**src/rtl/width_reductor_arbiter.sv**
```systemverilog
// Round-robin arbiter in front of a shared serializer: the granted requester's
// first `active` elements (clamped to NO) leave one per beat, tagged with source index and last.
module width_reductor_arbiter #(
  parameter int N_IN     = 4,
  parameter int W_DATA   = 16,
  parameter int NO       = 4,
  parameter int W_ACTIVE = 3,
  parameter int W_IDX    = $clog2(N_IN)
) (
  input  logic                                      clk,
  input  logic                                      rst,
  input  logic [N_IN-1:0]                           din_valid,
  output logic [N_IN-1:0]                           din_ready,
  input  logic [N_IN-1:0][W_ACTIVE+NO*W_DATA-1:0]   din_data,
  output logic                                      dout_valid,
  input  logic                                      dout_ready,
  output logic [W_IDX+W_DATA:0]                     dout_data,
  output logic                                      dbg_state
);

  // Handshake: a transfer happens on any cycle where valid & ready are both high;
  // once dout_valid rises it stays high with stable data until that transfer.

  localparam int W_CNT = (NO > 2) ? $clog2(NO) : 1;
  localparam int W_VEC = W_ACTIVE + NO * W_DATA;

  typedef enum logic {IDLE, BUSY} state_t;

  state_t              state, state_nxt;
  logic [W_IDX-1:0]    grant, grant_nxt;
  logic [W_IDX-1:0]    ptr, ptr_nxt;
  logic [W_CNT-1:0]    cnt, cnt_nxt;
  logic [W_ACTIVE-1:0] len, len_nxt;

  logic                      found;
  logic [W_IDX-1:0]          win;
  logic [W_ACTIVE-1:0]       win_act;
  logic [W_ACTIVE-1:0]       eff;
  logic [NO-1:0][W_DATA-1:0] g_elems;
  logic [W_DATA-1:0]         elem;
  logic                      last;

  function automatic logic [W_IDX-1:0] next_idx(input logic [W_IDX-1:0] i);
    if (int'(i) == N_IN - 1) return '0;
    else return i + 1'b1;
  endfunction

  // First valid channel at or after ptr, wrapping modulo N_IN.
  always_comb begin
    found = 1'b0;
    win   = '0;
    for (int k = 0; k < N_IN; k++) begin
      if (!found && din_valid[(int'(ptr) + k) % N_IN]) begin
        found = 1'b1;
        win   = W_IDX'((int'(ptr) + k) % N_IN);
      end
    end
  end

  assign win_act = din_data[win][W_VEC-1 -: W_ACTIVE];
  assign eff     = (win_act > W_ACTIVE'(NO)) ? W_ACTIVE'(NO) : win_act;

  assign g_elems = din_data[grant][NO*W_DATA-1:0];
  assign elem    = g_elems[cnt];
  assign last    = (W_ACTIVE'(cnt) == len - W_ACTIVE'(1));

  always_comb begin
    state_nxt  = state;
    grant_nxt  = grant;
    ptr_nxt    = ptr;
    cnt_nxt    = cnt;
    len_nxt    = len;
    din_ready  = '0;
    dout_valid = 1'b0;
    dout_data  = {grant, last, elem};
    case (state)
      IDLE: begin
        if (found) begin
          if (eff == '0) begin
            // Zero-length request is acknowledged without ever reaching BUSY.
            din_ready[win] = 1'b1;
            ptr_nxt        = next_idx(win);
          end else begin
            grant_nxt = win;
            cnt_nxt   = '0;
            len_nxt   = eff;
            state_nxt = BUSY;
          end
        end
      end
      BUSY: begin
        dout_valid = 1'b1;
        if (dout_ready) begin
          if (last) begin
            din_ready[grant] = 1'b1;
            cnt_nxt          = '0;
            ptr_nxt          = next_idx(grant);
            state_nxt        = IDLE;
          end else begin
            cnt_nxt = cnt + 1'b1;
          end
        end
      end
      default: state_nxt = IDLE;
    endcase
    // Reset cycle must show no handshake on either side.
    if (rst) begin
      din_ready  = '0;
      dout_valid = 1'b0;
    end
  end

  always_ff @(posedge clk) begin
    if (rst) begin
      state <= IDLE;
      grant <= '0;
      ptr   <= '0;
      cnt   <= '0;
      len   <= '0;
    end else begin
      state <= state_nxt;
      grant <= grant_nxt;
      ptr   <= ptr_nxt;
      cnt   <= cnt_nxt;
      len   <= len_nxt;
    end
  end

  assign dbg_state = (state == BUSY);

endmodule

```
**config.mk**
```make
export PLATFORM = sky130hd
export DESIGN_NAME = width_reductor_arbiter
export DESIGN_NICKNAME = d
export VERILOG_FILES = /design/src/rtl/width_reductor_arbiter.sv
export SDC_FILE = /design/constraint.sdc
export NUM_CORES = 1
export LEC_CHECK = 0
export ABC_CLOCK_PERIOD_IN_PS = 3700
export CORE_AREA = 2 2 118 120
export DETAILED_ROUTE_END_ITERATION = 8
export DIE_AREA = 0 0 120 122
export PLACE_DENSITY = 0.69
export SETUP_SLACK_MARGIN = 0.3
export SLEW_MARGIN = 20
export SYNTH_ARGS = -nofsm -noshare
export SYNTH_HDL_FRONTEND = slang
export SYNTH_SLANG_ARGS = --single-unit
export TNS_END_PERCENT = 100
```
**constraint.sdc**
```tcl
create_clock -name clk -period 3.7 [get_ports clk]
set_input_delay 0.37 -clock clk [delete_from_list [all_inputs] [get_ports clk]]
set_output_delay 0.37 -clock clk [all_outputs]
set_load 0.02 [all_outputs]
```
==> run_results.csv, run 1 <==
group,metric,value,unit
run_status,status,"complete, no violations",
global_routing,grt_pass1_wl,21700,um
worst_setup_path,critPathLaunchType,"primary input",
sta,fin_tns_setup,0,ps
worst_setup_path,slowest_delay,450,ps
worst_setup_path,r2r_start,"ptr[1]",
clock_network,cts_buffers,3,
die,row_count,43,
power,power,1210,uW
detailed_routing,drtIter0Drc,177,
power,ir_worst_vdd,202,uV
worst_setup_path,startpoint,"din_valid[2]",
yosys,synthFlopType,"dfxtp_1",
sta,period_needed,3150,ps
die,dieArea,14600,sq um
yosys,synthAdderAreaFrac,4.01,%
placement,numPortBuffers,299,
global_routing,grt_antenna_before_repair,2,
job,maxCapViolCount,0,
detailed_routing,drc,0,
worst_setup_path,cp_common_cell,"nor2b_1",
worst_setup_path,path_cells,"clkdlybuf4s50_1 -> nor2b_1 -> nor2b_1 -> or3_1 -> clkinv_4 -> nand3_1 -> a222oi_1 -> buf_4 -> a32oi_2 -> nor3_1 -> dlymetal6s2s_1",
detailed_routing,dr.pass1.iters,4,
yosys,synthMuxAreaShare,67.1,%
layout,drive_above_1_share,21.8,%
yosys,synthDistinctLibCells,37,
clock_network,clk_pin_slew,40,ps
die,io_pins,300,
sta,finalHoldViolations,0,
yosys,synth_compound_area_share,7.66,%
sta,finalMaxSlewViolations,0,
detailed_routing,ant_nets,0,
yosys,postSynthAreaPerCell,12.8,sq um
layout,stdcell_count,696,
sta,setup_violations,0,
yosys,synth_edf_count,0,
yosys,synth_nets,504,
worst_setup_path,path_max_fanout,5,
global_routing,overflow,0,
global_routing,grt_pass1_vias,3706,
clock_network,cts_hold_buf,0,
worst_setup_path,reg2reg_depth,10,
layout,layout_commonest_cell,"clkdlybuf4s50_1",
sta,fin_worst_skew,1.84,ps
layout,final_cell_mix,"clkdlybuf4s50_1 (295), mux4_2 (80), buf_4 (13), o21ai_0 (12), nand3_1 (11)",
yosys,yosys_warnings,0,
sta,holdWs,484,ps
sta,slew_headroom,65.5,%
worst_setup_path,cp_slowest_cell,"or3_1",
layout,syn_to_final_growth,120,%
worst_setup_path,crit_type,"primary input to output port",
min_path,hold_path_class,"register to register",
min_path,hold_path_end,"len[1]",
worst_setup_path,r2r-end,"ptr[0]",
yosys,syn-instance-count,220,
power,powerDensity,196,nW/um^2
clock_network,clk_path_buf_depth,2,
placement,gp_congestion,0.892,
min_path,hold_start,"len[1]",
sta,tightest_slew,517,ps
die,core,13500,sq um
power,p_leak,0.00209,uW
die,fp.dieW,120,um
detailed_routing,vias,3440,
sta,fin_ws,555,ps
worst_setup_path,crit_family,"simple AND/OR/NAND/NOR gates",
global_routing,grt_use_total,19.4,%
clock_network,clock_sinks,10,
worst_setup_path,reg2reg_setup_slack,1130,ps
yosys,yosys.area_share.simple,8.29,%
worst_setup_path,worst_ep_arrival_time,2780,ps
placement,place_ws,70.5,ps
sta,rsz0062_at_grt,"false",
die,start_util,20.8,%
layout,num-fill-cells,1213,
sta,fin_crit_sh,85.0,%
worst_setup_path,crit_required,3330,ps
yosys,synth_xor_area_share,0.935,%
detailed_routing,via_per_inst,4.94,
placement,dpl.hpwl,12500,um
worst_setup_path,path_buf_inv,4,
worst_setup_path,end_kind,"output port",
clock_network,clock_latency,240,ps
min_path,min_path_cells,2,
yosys,async_flop_share,0,%
placement,dp.cells,689,
clock_network,cts_tree,"built",
clock_network,cts-root-buf,"clkbuf_16",
die,dieHeight,122,um
yosys,netlist_area,2810,sq um
clock_network,htreeDepth,1,
sta,max_freq,0.318,GHz
detailed_routing,finalWirelength,15000,um
yosys,ys_seq_area_share,7.13,%
detailed_routing,wl_per_cell,21.6,um
global_routing,grt_max_degree,70,
yosys,synth_top_family_by_area,"multiplexers",
layout,fin_nets,799,
yosys,ys_seq_elements,10,
repair_timing:
action,4_1_cts,5_1_grt
gates cloned,0,0
setup endpoints to repair,4,4
setup buffers,1,0
pin swaps,1,0
resized for setup,2,9
worst max path at each step:
stage / to / slack [ps] / cells after the start
after CTS: din_ready[3] / 170 / 10
after global routing: din_ready[3] / 360 / 10
after detailed placement: din_ready[2] / 70 / 10
after floorplan: dout_data[10] / 560 / 5
final: din_ready[3] / 550 / 11
after global placement: din_ready[2] / 150 / 10
Yosys cell counts (2+ instances only):
library cell | instances | area [sq um]
clkbuf_1 | 15 | 56.3
inv_1 | 8 | 30.0
o21ba_2 | 2 | 20.0
or3_1 | 4 | 25.0
or4_1 | 3 | 22.5
a21oi_1 | 6 | 30.0
nand3_1 | 11 | 55.1
o31ai_1 | 3 | 22.5
mux4_2 | 80 | 1800
nor3_1 | 5 | 25.0
mux2_2 | 2 | 22.5
nand2_1 | 6 | 22.5
ha_1 | 9 | 113
nor2b_1 | 4 | 25.0
dfxtp_1 | 10 | 200
buf_1 | 8 | 30.0
xnor2_1 | 2 | 17.5
nor2_1 | 7 | 26.3
mux2i_1 | 6 | 60.1
o21ai_0 | 12 | 60.1
through the flow:
step | instance area (sq um) | util, %
floorplan | 2810 | -
global placement | 6080 | 45.0
detailed placement | 6080 | 45.0
CTS | 6170 | 45.7
global route | 6180 | 45.7
finish | 6180 | 45.7
per-layer routing:
layer / up-vias / track usage (%) / wire length (um)
met2: 181 / 34.6 / 7740
met3: 20 / 4.40 / 1220
met5: - / 0 / 0
met1: 1691 / 23.3 / 5760
li1: 1548 / - / -
met4: 0 / 6.25 / 327
worst register-to-register path, cell delays in order, from the launching register on:
cell	delay [ps]
dfxtp_1	430
mux2i_1	230
nor2_1	50
or3_1	470
buf_4	200
nand3_1	90
a222oi_1	70
buf_4	150
a32oi_2	270
buf_4	180
mux2_2	320
where the power goes:
group / internal, uW / leakage [uW] / total, uW / switching (uW)
registers: 119 / 0.0000830 / 133 / 14.4
clock network: 144 / 0.0000382 / 194 / 49.8
logic: 577 / 0.00197 / 882 / 305
total: 840 / 0.00209 / 1210 / 369
cell families after synthesis:
kind of cell / Yosys count
muxes: 88
and+or+nand+nor: 44
buffers and inverters: 34
AOI/OAI and AO/OA: 32
DFF: 10
adders and majority gates: 9
xor gates and xnor gates: 3
flip-flops by register name (all words and copies together), names as in the netlist:
name	flops
dbg_state	1
grant	2
len	3
ptr	2
cnt	2
layout make-up:
cell class	count	area [sq um]	area share, %
flip-flops and latches	10	205	3.32
inverters	9	38.8	0.628
repair buffers	315	3150	50.9
well taps	180	225	3.65
diodes	2	5.00	0.0810
multi-input cells	176	2480	40.1
clock buffers	4	78.8	1.28
No activity file was read; power rests on OpenSTA's default activity.
==> inputs of run 2 (changes only) <==
- CORE_AREA: 2 2 118 120 -> 2 2 116 118
- CTS_BUF_LIST: unset -> sky130_fd_sc_hd__clkbuf_8
- DIE_AREA: 0 0 120 122 -> 0 0 118 120
- PLACE_DENSITY: 0.69 -> 0.71
- RECOVER_POWER: unset -> 50
==> run_results.csv, run 2 (synthesized netlist as in run 1, its figures left out) <==
group,metric,value,unit
die,io_pins,300,
global_routing,overflow,0,
die,dieArea,14200,sq um
worst_setup_path,path_cells,"clkdlybuf4s50_1 -> nor2b_1 -> nor2b_1 -> or3_1 -> clkinv_4 -> nand3_1 -> a222oi_1 -> clkbuf_4 -> a32oi_2 -> nor3_2 -> dlygate4sd2_1",
detailed_routing,via_per_inst,5.00,
worst_setup_path,reg2reg_setup_slack,1110,ps
power,ir_worst_vdd,125,uV
worst_setup_path,r2r_start,"ptr[1]",
sta,rsz0062_at_grt,"true",
clock_network,cts-root-buf,"clkbuf_8",
worst_setup_path,r2r-end,"dbg_state",
sta,fin_crit_sh,91.2,%
die,start_util,21.6,%
min_path,hold_start,"len[1]",
sta,finalMaxSlewViolations,0,
die,core,13000,sq um
die,fp.dieW,118,um
min_path,min_path_cells,2,
die,row_count,42,
worst_setup_path,path_max_fanout,6,
detailed_routing,drtIter0Drc,262,
die,dieHeight,120,um
global_routing,grt_pass1_wl,22100,um
layout,final_cell_mix,"clkdlybuf4s50_1 (290), mux4_2 (80), o21ai_0 (12), nand3_1 (11)",
global_routing,grt_pass1_vias,3690,
clock_network,cts_hold_buf,0,
worst_setup_path,crit_type,"primary input to output port",
sta,setup_violations,0,
placement,gp_congestion,0.876,
global_routing,grt_antenna_before_repair,3,
clock_network,cts_buffers,3,
detailed_routing,dr.pass1.iters,4,
sta,finalHoldViolations,0,
sta,slew_headroom,24.0,%
placement,dpl.hpwl,12800,um
sta,fin_worst_skew,5.23,ps
clock_network,clk_pin_slew,40,ps
worst_setup_path,cp_slowest_cell,"clkdlybuf4s50_1",
worst_setup_path,end_kind,"output port",
layout,drive_above_1_share,21.9,%
global_routing,grt_use_total,20.2,%
power,powerDensity,184,nW/um^2
layout,fin_nets,797,
placement,numPortBuffers,299,
detailed_routing,drc,0,
worst_setup_path,reg2reg_depth,10,
sta,period_needed,3370,ps
clock_network,clock_sinks,10,
clock_network,clk_path_buf_depth,2,
detailed_routing,wl_per_cell,21.7,um
layout,syn_to_final_growth,117,%
clock_network,clock_latency,230,ps
worst_setup_path,slowest_delay,450,ps
sta,fin_tns_setup,0,ps
clock_network,cts_tree,"built",
power,p_leak,0.00204,uW
sta,tightest_slew,1140,ps
layout,layout_commonest_cell,"clkdlybuf4s50_1",
min_path,hold_path_class,"register to register",
power,power,1130,uW
layout,largest_register,"len",
worst_setup_path,critPathLaunchType,"primary input",
worst_setup_path,worst_ep_arrival_time,3000,ps
worst_setup_path,cp_common_cell,"nor2b_1",
worst_setup_path,crit_required,3330,ps
detailed_routing,finalWirelength,15000,um
run_status,status,"complete, no violations",
detailed_routing,vias,3450,
layout,largest_reg_flops,3,
detailed_routing,ant_nets,0,
sta,max_freq,0.296,GHz
job,maxCapViolCount,0,
min_path,hold_path_end,"len[1]",
clock_network,htreeDepth,1,
global_routing,grt_max_degree,45,
==> run 2: cell types whose count changed in the layout (fill, tap and decap cells not counted), moves of 3 or more <==
cell             previous run  this run
dlygate4sd3_1               0         5
buf_4                      13         9
clkdlybuf4s50_1           295       290
clkbuf_16                   3         0
clkbuf_8                    0         3
==> run 2: repair_timing <==
item	4_1_cts	5_1_grt
buffers inserted	1	0
pin swaps	1	0
resized for setup	4	11
endpoints found under the setup margin	4	4
==> run 2: how the worst max path moves through the flow <==
stage / start / cells after the start / to
3_5_place_dp: din_valid[2] / 10 / din_ready[1]
6_report: din_valid[2] / 11 / din_ready[1]
2_1_floorplan: grant[0] / 5 / dout_data[10]
3_3_place_gp: din_valid[2] / 10 / din_ready[1]
4_1_cts: din_valid[0] / 10 / din_ready[1]
5_1_grt: din_valid[2] / 11 / din_ready[1]
==> run 2: metrics by stage <==
step	utilization, %	cells	hold WS [ps]	worst slack, ps	cell area (sq um)
floorplan	-	220	451	561	2810
global placement	46.6	683	469	111	6050
detailed placement	46.6	683	489	12.5	6050
CTS	47.0	688	496	348	6100
global route	47.0	689	506	136	6100
finish	47.0	690	494	327	6100
==> run 2: per-layer routing <==
| layer | wire, um | part of all wire, % | track usage, % | up-vias |
|---|---|---|---|---|
| li1 | - | - | - | 1544 |
| met5 | 8 | 0.053 | 0 | - |
| met2 | 7770 | 52 | 35.7 | 191 |
| met4 | 272 | 1.8 | 5.05 | 2 |
| met3 | 1410 | 9.4 | 7.37 | 22 |
| met1 | 5550 | 37 | 23.2 | 1691 |
==> run 2: area by class of cell <==
cell class	instances	area, sq um
fillers	1210	6880
repair buffers	313	3100
multi-input cells	176	2490
well taps	176	220
flip-flops and latches	10	205
clock buffers	3	41.3
inverters	9	38.8
diodes	2	5.00
clock inverters	1	3.75
==> run 2: power by group <==
group / total, uW / switching [uW] / internal, uW / leakage (uW)
clock: 113 / 40.3 / 72.4 / 0.0000269
sequential: 142 / 23.5 / 119 / 0.0000830
combinational: 870 / 301 / 570 / 0.00193
==> run 2: critical path: cells and delay by family <==
kind / cells / cell delay (ps)
compound gates: 2 / 430
buf+inv: 4 / 1120
simple gates: 5 / 1080
